### config.mk
export PLATFORM = sky130hd
export DESIGN_NAME = alu_sequencer
export DESIGN_NICKNAME = d
export VERILOG_FILES = /design/src/rtl/cpu_pkg.sv /design/src/rtl/regfile4x8.sv /design/src/rtl/alu_sequencer.sv
export SDC_FILE = /design/constraint.sdc
export NUM_CORES = 1
export LEC_CHECK = 0
export ABC_AREA = 1
export CAP_MARGIN = 20
export CORE_MARGIN = 2
export CORE_UTILIZATION = 51
export CTS_BUF_LIST = sky130_fd_sc_hd__clkbuf_2
export CTS_CLUSTER_DIAMETER = 100
export CTS_CLUSTER_SIZE = 12
export DETAILED_ROUTE_END_ITERATION = 16
export MAX_ROUTING_LAYER = met4
export PLACE_DENSITY = 0.83
export SLEW_MARGIN = 30
export SYNTH_ARGS = -nofsm -noshare
export SYNTH_HDL_FRONTEND = slang
export SYNTH_SLANG_ARGS = --single-unit
### constraint.sdc
create_clock -name clk -period 1.86 [get_ports clk]
set_input_delay 0.372 -clock clk [delete_from_list [all_inputs] [get_ports clk]]
set_output_delay 0.372 -clock clk [all_outputs]
set_load 0.02 [all_outputs]
### src/rtl/cpu_pkg.sv
// Shared definitions for the 8-bit CPU: FSM state encoding, ALU opcodes,
// instruction field positions and datapath widths.
package cpu_pkg;

  localparam int REG_W   = 8;
  localparam int PC_W    = 8;
  localparam int INSTR_W = 16;

  // Sequencer states
  localparam logic [1:0] ST_IDLE   = 2'd0;
  localparam logic [1:0] ST_FETCH  = 2'd1;
  localparam logic [1:0] ST_EXEC   = 2'd2;
  localparam logic [1:0] ST_HALTED = 2'd3;

  // Register-type (type=0) ALU opcodes
  localparam logic [3:0] OP_ADD  = 4'd0;
  localparam logic [3:0] OP_SUB  = 4'd1;
  localparam logic [3:0] OP_AND  = 4'd2;
  localparam logic [3:0] OP_OR   = 4'd3;
  localparam logic [3:0] OP_XOR  = 4'd4;
  localparam logic [3:0] OP_MOV  = 4'd5;
  localparam logic [3:0] OP_INC  = 4'd6;
  localparam logic [3:0] OP_DEC  = 4'd7;
  localparam logic [3:0] OP_SHL  = 4'd8;
  localparam logic [3:0] OP_SHR  = 4'd9;
  localparam logic [3:0] OP_NOT  = 4'd10;
  localparam logic [3:0] OP_ROL  = 4'd11;
  localparam logic [3:0] OP_ROR  = 4'd12;
  localparam logic [3:0] OP_PASS = 4'd13;
  localparam logic [3:0] OP_CLR  = 4'd14;
  localparam logic [3:0] OP_NEG  = 4'd15;

  // Control-type (type=1) opcodes; anything else is undefined
  localparam logic [3:0] OP_JMP  = 4'd0;
  localparam logic [3:0] OP_DJ   = 4'd1;
  localparam logic [3:0] OP_HALT = 4'd15;

  // Instruction field bit positions (rs overlaps the jump address)
  localparam int OPC_MSB  = 15;
  localparam int OPC_LSB  = 12;
  localparam int TYPE_BIT = 11;
  localparam int RD_MSB   = 10;
  localparam int RD_LSB   = 9;
  localparam int RS_MSB   = 8;
  localparam int RS_LSB   = 7;
  localparam int JA_MSB   = 7;
  localparam int JA_LSB   = 0;

endpackage

### src/rtl/regfile4x8.sv
// Four 8-bit registers: two combinational operand read ports, a combinational
// debug read port and one synchronous write port.
module regfile4x8
  import cpu_pkg::*;
(
  input  logic             clk,
  input  logic             rst_n,
  input  logic             we,
  input  logic [1:0]       waddr,
  input  logic [REG_W-1:0] wdata,
  input  logic [1:0]       raddr1,
  input  logic [1:0]       raddr2,
  input  logic [1:0]       dbg_sel,
  output logic [REG_W-1:0] rdata1,
  output logic [REG_W-1:0] rdata2,
  output logic [REG_W-1:0] dbg_data
);

  logic [REG_W-1:0] regs [4];

  // Register storage: cleared on reset, single write per cycle
  always_ff @(posedge clk or negedge rst_n) begin
    if (!rst_n) begin
      for (int i = 0; i < 4; i++) regs[i] <= '0;
    end else if (we) begin
      regs[waddr] <= wdata;
    end
  end

  assign rdata1   = regs[raddr1];
  assign rdata2   = regs[raddr2];
  assign dbg_data = regs[dbg_sel];

endmodule

### src/rtl/alu_sequencer.sv
// Fetch/execute controller for the 8-bit CPU. Owns the PC and register file,
// fetches instructions over a req/ack handshake, presents operands to the
// external combinational ALU and commits its result and next-PC.
module alu_sequencer
  import cpu_pkg::*;
#(
  parameter logic [7:0] RESET_PC    = 8'h00,
  parameter int         ACK_TIMEOUT = 15
) (
  input  logic        clk,
  input  logic        rst_n,
  input  logic        run,
  output logic        imem_req,
  output logic [7:0]  imem_addr,
  input  logic        imem_ack,
  input  logic [15:0] imem_data,
  output logic [3:0]  alu_opcode,
  output logic        alu_type,
  output logic [7:0]  alu_reg1,
  output logic [7:0]  alu_reg2,
  output logic [7:0]  alu_pc,
  output logic [7:0]  alu_jmpadd,
  input  logic [7:0]  alu_out,
  input  logic [7:0]  alu_next,
  input  logic        alu_load,
  output logic        busy,
  output logic        halted,
  output logic        fault,
  output logic        illegal,
  input  logic [1:0]  dbg_sel,
  output logic [7:0]  dbg_data
);

  localparam logic [3:0] TO_LIMIT = 4'(ACK_TIMEOUT);

  logic [1:0]         state;
  logic [PC_W-1:0]    pc;
  logic [INSTR_W-1:0] instr;
  logic [3:0]         ack_cnt;

  logic [3:0]      opcode;
  logic            typ;
  logic [1:0]      rd;
  logic [1:0]      rs;
  logic            is_jmp;
  logic            is_dj;
  logic            is_halt;
  logic            is_undef;
  logic            in_exec;
  logic            wb_en;
  logic [PC_W-1:0] pc_inc;
  logic [3:0]      cnt_inc;
  logic            timeout_hit;

  assign opcode = instr[OPC_MSB:OPC_LSB];
  assign typ    = instr[TYPE_BIT];
  assign rd     = instr[RD_MSB:RD_LSB];
  assign rs     = instr[RS_MSB:RS_LSB];

  assign is_jmp   = typ && (opcode == OP_JMP);
  assign is_dj    = typ && (opcode == OP_DJ);
  assign is_halt  = typ && (opcode == OP_HALT);
  assign is_undef = typ && !(is_jmp || is_dj || is_halt);

  assign in_exec     = (state == ST_EXEC);
  assign wb_en       = in_exec && (!typ || is_dj);
  assign pc_inc      = pc + 8'd1;
  assign cnt_inc     = ack_cnt + 4'd1;
  assign timeout_hit = (cnt_inc == TO_LIMIT);

  regfile4x8 u_regs (
    .clk      (clk),
    .rst_n    (rst_n),
    .we       (wb_en),
    .waddr    (rd),
    .wdata    (alu_out),
    .raddr1   (rd),
    .raddr2   (rs),
    .dbg_sel  (dbg_sel),
    .rdata1   (alu_reg1),
    .rdata2   (alu_reg2),
    .dbg_data (dbg_data)
  );

  // Control FSM: state, ack timeout counter, sticky fault and illegal pulse
  always_ff @(posedge clk or negedge rst_n) begin
    if (!rst_n) begin
      state   <= ST_IDLE;
      ack_cnt <= '0;
      fault   <= 1'b0;
      illegal <= 1'b0;
    end else begin
      illegal <= 1'b0;
      case (state)
        ST_IDLE: begin
          if (run) state <= ST_FETCH;
        end
        ST_FETCH: begin
          if (imem_ack) begin
            ack_cnt <= '0;
            state   <= ST_EXEC;
          end else if (timeout_hit) begin
            ack_cnt <= cnt_inc;
            fault   <= 1'b1;
            state   <= ST_HALTED;
          end else begin
            ack_cnt <= cnt_inc;
          end
        end
        ST_EXEC: begin
          illegal <= is_undef;
          if (is_halt)  state <= ST_HALTED;
          else if (run) state <= ST_FETCH;
          else          state <= ST_IDLE;
        end
        default: begin
          // A fault pins the sequencer here until reset
          if (!run && !fault) state <= ST_IDLE;
        end
      endcase
    end
  end

  // Datapath: instruction latch on ack, PC commit at the end of EXEC
  always_ff @(posedge clk or negedge rst_n) begin
    if (!rst_n) begin
      pc    <= RESET_PC;
      instr <= '0;
    end else begin
      if (state == ST_FETCH && imem_ack) instr <= imem_data;
      if (in_exec) begin
        if ((is_jmp || is_dj) && alu_load) pc <= alu_next;
        else                               pc <= pc_inc;
      end
    end
  end

  assign imem_req   = (state == ST_FETCH);
  assign imem_addr  = pc;
  assign alu_opcode = opcode;
  assign alu_type   = typ;
  assign alu_pc     = pc;
  assign alu_jmpadd = instr[JA_MSB:JA_LSB];
  assign busy       = (state == ST_FETCH) || (state == ST_EXEC);
  assign halted     = (state == ST_HALTED);

endmodule
Word-level counts from Yosys, hierarchy flattened
Index checks and enable logic that the tools add are counted.
{ "word_totals": {"inputBits": 39, "reg_bits": 64, "elab_cells": 72} }
{ "classes": {"n_mux": 22, "reduce_logical": 22, "addsub": 2, "eq_ne": 8, "n_lt_le_gt_ge": 4, "n_bitwise": 4} }
{ "ops": {"columns": ["cell", "count"], "rows": [
  ["8-bit 2-to-1 mux", 8],
  ["8-bit binary-select mux with 2-bit select", 3],
  ["32-bit bitwise mux", 1],
  ["8-bit demux with 2-bit select", 1],
  ["2-bit 2-to-1 mux", 5],
  ["3-bit greater-or-equal comparator, second input constant", 3],
  ["1-bit logical AND", 9],
  ["2-bit inverter with 3-bit output", 3],
  ["8-bit by 1-bit adder with 8-bit output, second input constant", 1],
  ["4-bit equality test, second input constant", 2],
  ["2-bit case mux with 3 select lines", 1],
  ["3-bit AND reduction", 2],
  ["4-bit by 1-bit adder with 4-bit output, second input constant", 1],
  ["2-bit equality test, second input constant", 2],
  ["4-bit by 1-bit equality test with 1-bit output, second input constant", 1],
  ["1-bit zero test", 4],
  ["4-bit zero test", 1],
  ["1-bit logical OR", 4],
  ["4-bit 2-to-1 mux", 1],
  ["4-bit nonzero test", 1],
  ["3-bit by 1-bit less-than comparator with 1-bit output, second input constant", 1],
  ["3-bit by 1-bit != test with 1-bit output, second input constant", 1],
  ["2-bit by 1-bit equality test with 1-bit output, second input constant", 1],
  ["2-bit zero test", 1],
  ["other kinds (3)", 4]
]} }

Logic depth before layout (Yosys ltp)
{ "logic_depth": {"ltp_word": 7, "mapped_depth": 10, "depth_no_buf": 10} }

By module
From an unflattened synthesis, not the netlist that was laid out.
{ "hier_totals": {"cells_unflattened": 572, "area_unflattened_um2": 4166.5} }
{ "modules_own_cells": {"columns": ["module", "area_each_um2", "n_inst", "cells_per_inst", "seq_area_each_um2"], "rows": [
  ["regfile4x8", 2316.0, 1, 359, 800.8],
  ["alu_sequencer", 1850.5, 1, 213, 800.8]
]} }

Worst setup path before layout
Ideal clock, no wire load.
{ "synth_timing": {"path_kind": "reg2reg", "start": "register state[1]", "end": "register instr[10]", "t_arrival_ps": 1458, "n_path_buf": 1, "setup_slack_ps": 278, "required_time_ps": 1735, "setup_ps": 125, "synth_period_minus_slack_ps": 1582, "path_stages_with_launch": 6, "cell_sequence": "dfrtp_1 > inv_1 > ha_1 > nand2_1 > buf_2 > mux2_2"} }
{ "synth_between": {"elab_chain_cells": 2} }
{ "synth_rtl": {"columns": ["element", "line", "rtl"], "rows": [
  ["start, declared", "alu_sequencer.sv:36", "logic [1:0] state;"],
  ["start signal, assigned", "alu_sequencer.sv:88", "state <= ST_IDLE;"],
  ["start signal, assigned", "alu_sequencer.sv:96", "if (run) state <= ST_FETCH;"],
  ["start signal, assigned", "alu_sequencer.sv:101", "state <= ST_EXEC;"],
  ["2-bit by 1-bit equality test with 1-bit output", null, null],
  ["net imem_req", "alu_sequencer.sv:13", "output logic imem_req,"],
  ["1-bit logical AND", "alu_sequencer.sv:130", "if (state == ST_FETCH && imem_ack) instr <= imem_data;"],
  ["end signal, assigned", "alu_sequencer.sv:130", null],
  ["end, declared", "alu_sequencer.sv:38", "logic [INSTR_W-1:0] instr;"]
]} }
The timed path passes the listed nets, and every way through them passes these cells.
A chain may end at the register's enable or synchronous reset.

Final worst setup path
{ "layout_timing": {"start": "register instr[10]", "end": "output alu_reg1[0]"} }
{ "layout_between": {"elab_chain_cells": 4} }
{ "layout_rtl": {"columns": ["element", "line", "rtl"], "rows": [
  ["2-bit inverter with 3-bit output (implied by the code)", "regfile4x8.sv:30", "assign rdata1 = regs[raddr1];"],
  ["8-bit binary-select mux with 2-bit select", "regfile4x8.sv:30", null],
  ["8-bit 2-to-1 mux (implied by the code) (2 in series)", "regfile4x8.sv:30", null],
  ["end, declared", "alu_sequencer.sv:19", "output logic [7:0] alu_reg1,"]
]} }
Every way passes these cells. The select of a mux whose other input is x is not followed.

==> results.yml <==
synth:
  syn-mean-instance-area_um2: 8.319
  netlist_instances: 453
  synth_warnings: 0
  synth-seq-cells: 64
  syn_area_mm2: 0.003769
  synth_area_leader_cell: "dfrtp_1"
  syn_nets: 500
  synth.area.top_cells: "dfrtp_1 (42%), nand2_1 (10%), o21ai_2 (6.0%)"
  synth.distinct_cells: 30
  netlist.area_leader.share: 0.4250
  yosysSeqAreaShare: 0.4250
global_routing:
  grt_pass1_vias: 3641
  grt_start_max_net_pins: 47
  grt-ovfl-total: 0
  grt_pass1_wl_mm: 17.67
  antenna_found_initial: 0
  grtUsageTotal: 0.2780
drt:
  vias: 3757
  firstDrtPassIters: 5
  drt_wl_total_mm: 11.30
  wire_per_inst_um: 16.71
  drc: 0
  via_per_inst: 5.558
  drt_iter0_drc: 327
  ant_nets: 0
power:
  powerDensity_mw_per_mm2: 1899
  ir_drop_v: 0.001157
  leakagePower_nw: 2.617
clocking:
  ctsHtreeMaxLevel: 3
  cts_tree: "done"
  numCtsBuffers: 9
  cts.sinks: 64
  worstSkewPairLatency_ns: 0.52
  cts_buffer_depth: 2
  cts.clk_slew.worst_paths_ns: 0.19
  cts_root_buf: "clkbuf_2"
timing:
  period_minus_slack_ns: 2.063
  rsz0062_at_grt: "yes"
  period_share: 1.109
  setup_viol: 18
  fmax_mhz: 484.7
  hold_ws_ns: 0.2977
  slew_violations: 0
  worst_slack_ns: -0.2030
  hold_violations: 0
  worst_slew_pin_slew_ns: 0.4397
  fin_tns_setup_ns: -2.087
  fin_skew_ns: 0.03168
  maxSlewHeadroom: 0.7069
floorplan:
  die_area_mm2: 0.008093
  io_pins: 97
  fp.dieW_um: 89.96
  core_area_mm2: 0.007214
  std_cell_rows: 31
  start_util: 0.5224
  chipHeight_um: 89.96
critical_path:
  end_kind: "output port"
  cp_data_required_time_ns: 1.49
  critPathLaunchType: "flop"
  critPathMaxFanout: 5
  worstPathArrival_ns: 1.69
  critPathKind: "reg -> out"
layout:
  layout_commonest_cell: "nand2_1"
  final_net_count: 619
  area_growth_pct: 43.53
  final_cell_mix: "nand2_1 (99), dfrtp_1 (54), o21ai_2 (37), nor2_1 (37), buf_4 (37)"
  drive_gt1_frac: 0.3553
  insertedDiodeCount: 0
run_status:
  outcome: "complete, but fails checks"
  violations: "negative setup slack"
min_path:
  hold_path_class: "in -> async"
flow_run:
  max_cap_viol_count: 0
place:
  gp_congestion: 0.9189
  io_buffers: 96
  dp_hpwl_mm: 7.110
[through the flow]
stage               worst slack (ns)  power (mW)  instance area (um2)  std cells  utilization
floorplan                     0.2777       6.072                 3769        453            -
global placement             -0.5669       8.093                 4818        639       0.6679
detailed placement           -0.5911       8.259                 4818        639       0.6679
CTS                          -0.2186       9.420                 5120        672       0.7097
global route                 -0.3197       10.87                 5409        676       0.7497
finish                       -0.2030       10.27                 5409        676       0.7497
[synth_stat cells (all sizes together)]
cell      n
nand2   102
o21ai    74
dfrtp    64
nor2     51
inv      41
buf      29
o22ai    20
nand3    15
a22oi    14
a21oi    11
mux2     11
ha        8
clkbuf    4
nand4     3
nand3b    2
clkinv    1
nor3      1
o211ai    1
o21bai    1
[repair_timing]
item                                   in CTS  in global routing
gates cloned                                2                  0
pin swaps                                  11                 18
setup endpoints to repair                  51                 33
hold buffers                                1                  0
buffers inserted                           14                  5
gates resized for setup                   197                103
endpoints found under the hold margin      18                  0
[sequential cells by signal (all words and copies together) (netlist names)]
register	flops
instr	16
illegal	1
ack_cnt	4
u_regs.regs	32
state	2
fault	1
alu_pc	8
[area by class of cell]
| class | count | area, um2 |
|---|---|---|
| clock buffers | 11 | 55.05 |
| clock inverters | 5 | 47.55 |
| fillers | 530 | 1805 |
| inverters | 42 | 175.2 |
| multi-input cells | 314 | 2033 |
| flip-flops and latches | 64 | 1614 |
| well taps | 99 | 123.9 |
| repair buffers | 141 | 1360 |
[layer usage]
layer	track usage	vias up	routed length, um
met5	-	-	0
met3	0.05113	34	705
met1	0.3251	1802	4504
met2	0.4691	179	5752
li1	-	1742	-
met4	0.1269	0	334
[worst max-delay path, cell delays in order (launching register included)]
cell,delay [ns]
dfrtp_2,0.50
nor2_4,0.22
buf_12,0.15
a22oi_1,0.06
nand2_1,0.09
buf_2,0.16
[power breakdown]
group / switching [mW] / leakage [nW] / internal, mW / total (mW)
sequential: 0.862 / 0.730 / 2.06 / 2.92
combinational: 3.53 / 1.82 / 3.01 / 6.55
clock: 0.496 / 0.0708 / 0.309 / 0.805
total: 4.89 / 2.62 / 5.38 / 10.3
[cells by family (layout without fill, tap and decap cells)]
group / after synthesis / in the layout / synth area share
buf+inv: 75 / 199 / 0.1076
mux: 11 / 11 / 0.03287
simple gates: 174 / 174 / 0.2042
fa+ha+maj: 8 / 8 / 0.02656
flops: 64 / 64 / 0.4250
compound gates: 121 / 121 / 0.2039
[worst paths after layout]
path	from	to	slack, ns	cells after the start
worst min-delay path	rst_n	state[0]$_DFFE_PN0P_	0.30	2
worst max register to register	state[0]$_DFFE_PN0P_	instr[0]$_DFFE_PN0P_	0.15	6
max in group asynchronous	rst_n	u_regs.regs[2]$_DFFE_PN0P_	0.93	3
min in group clk	imem_data[15]	instr[15]$_DFFE_PN0P_	0.40	3
worst min register to register	instr[6]$_DFFE_PN0P_	instr[6]$_DFFE_PN0P_	0.52	1
worst max-delay path	instr[10]$_DFFE_PN0P_	alu_reg1[0]	-0.20	5
Power figures use the tool's default switching activity.
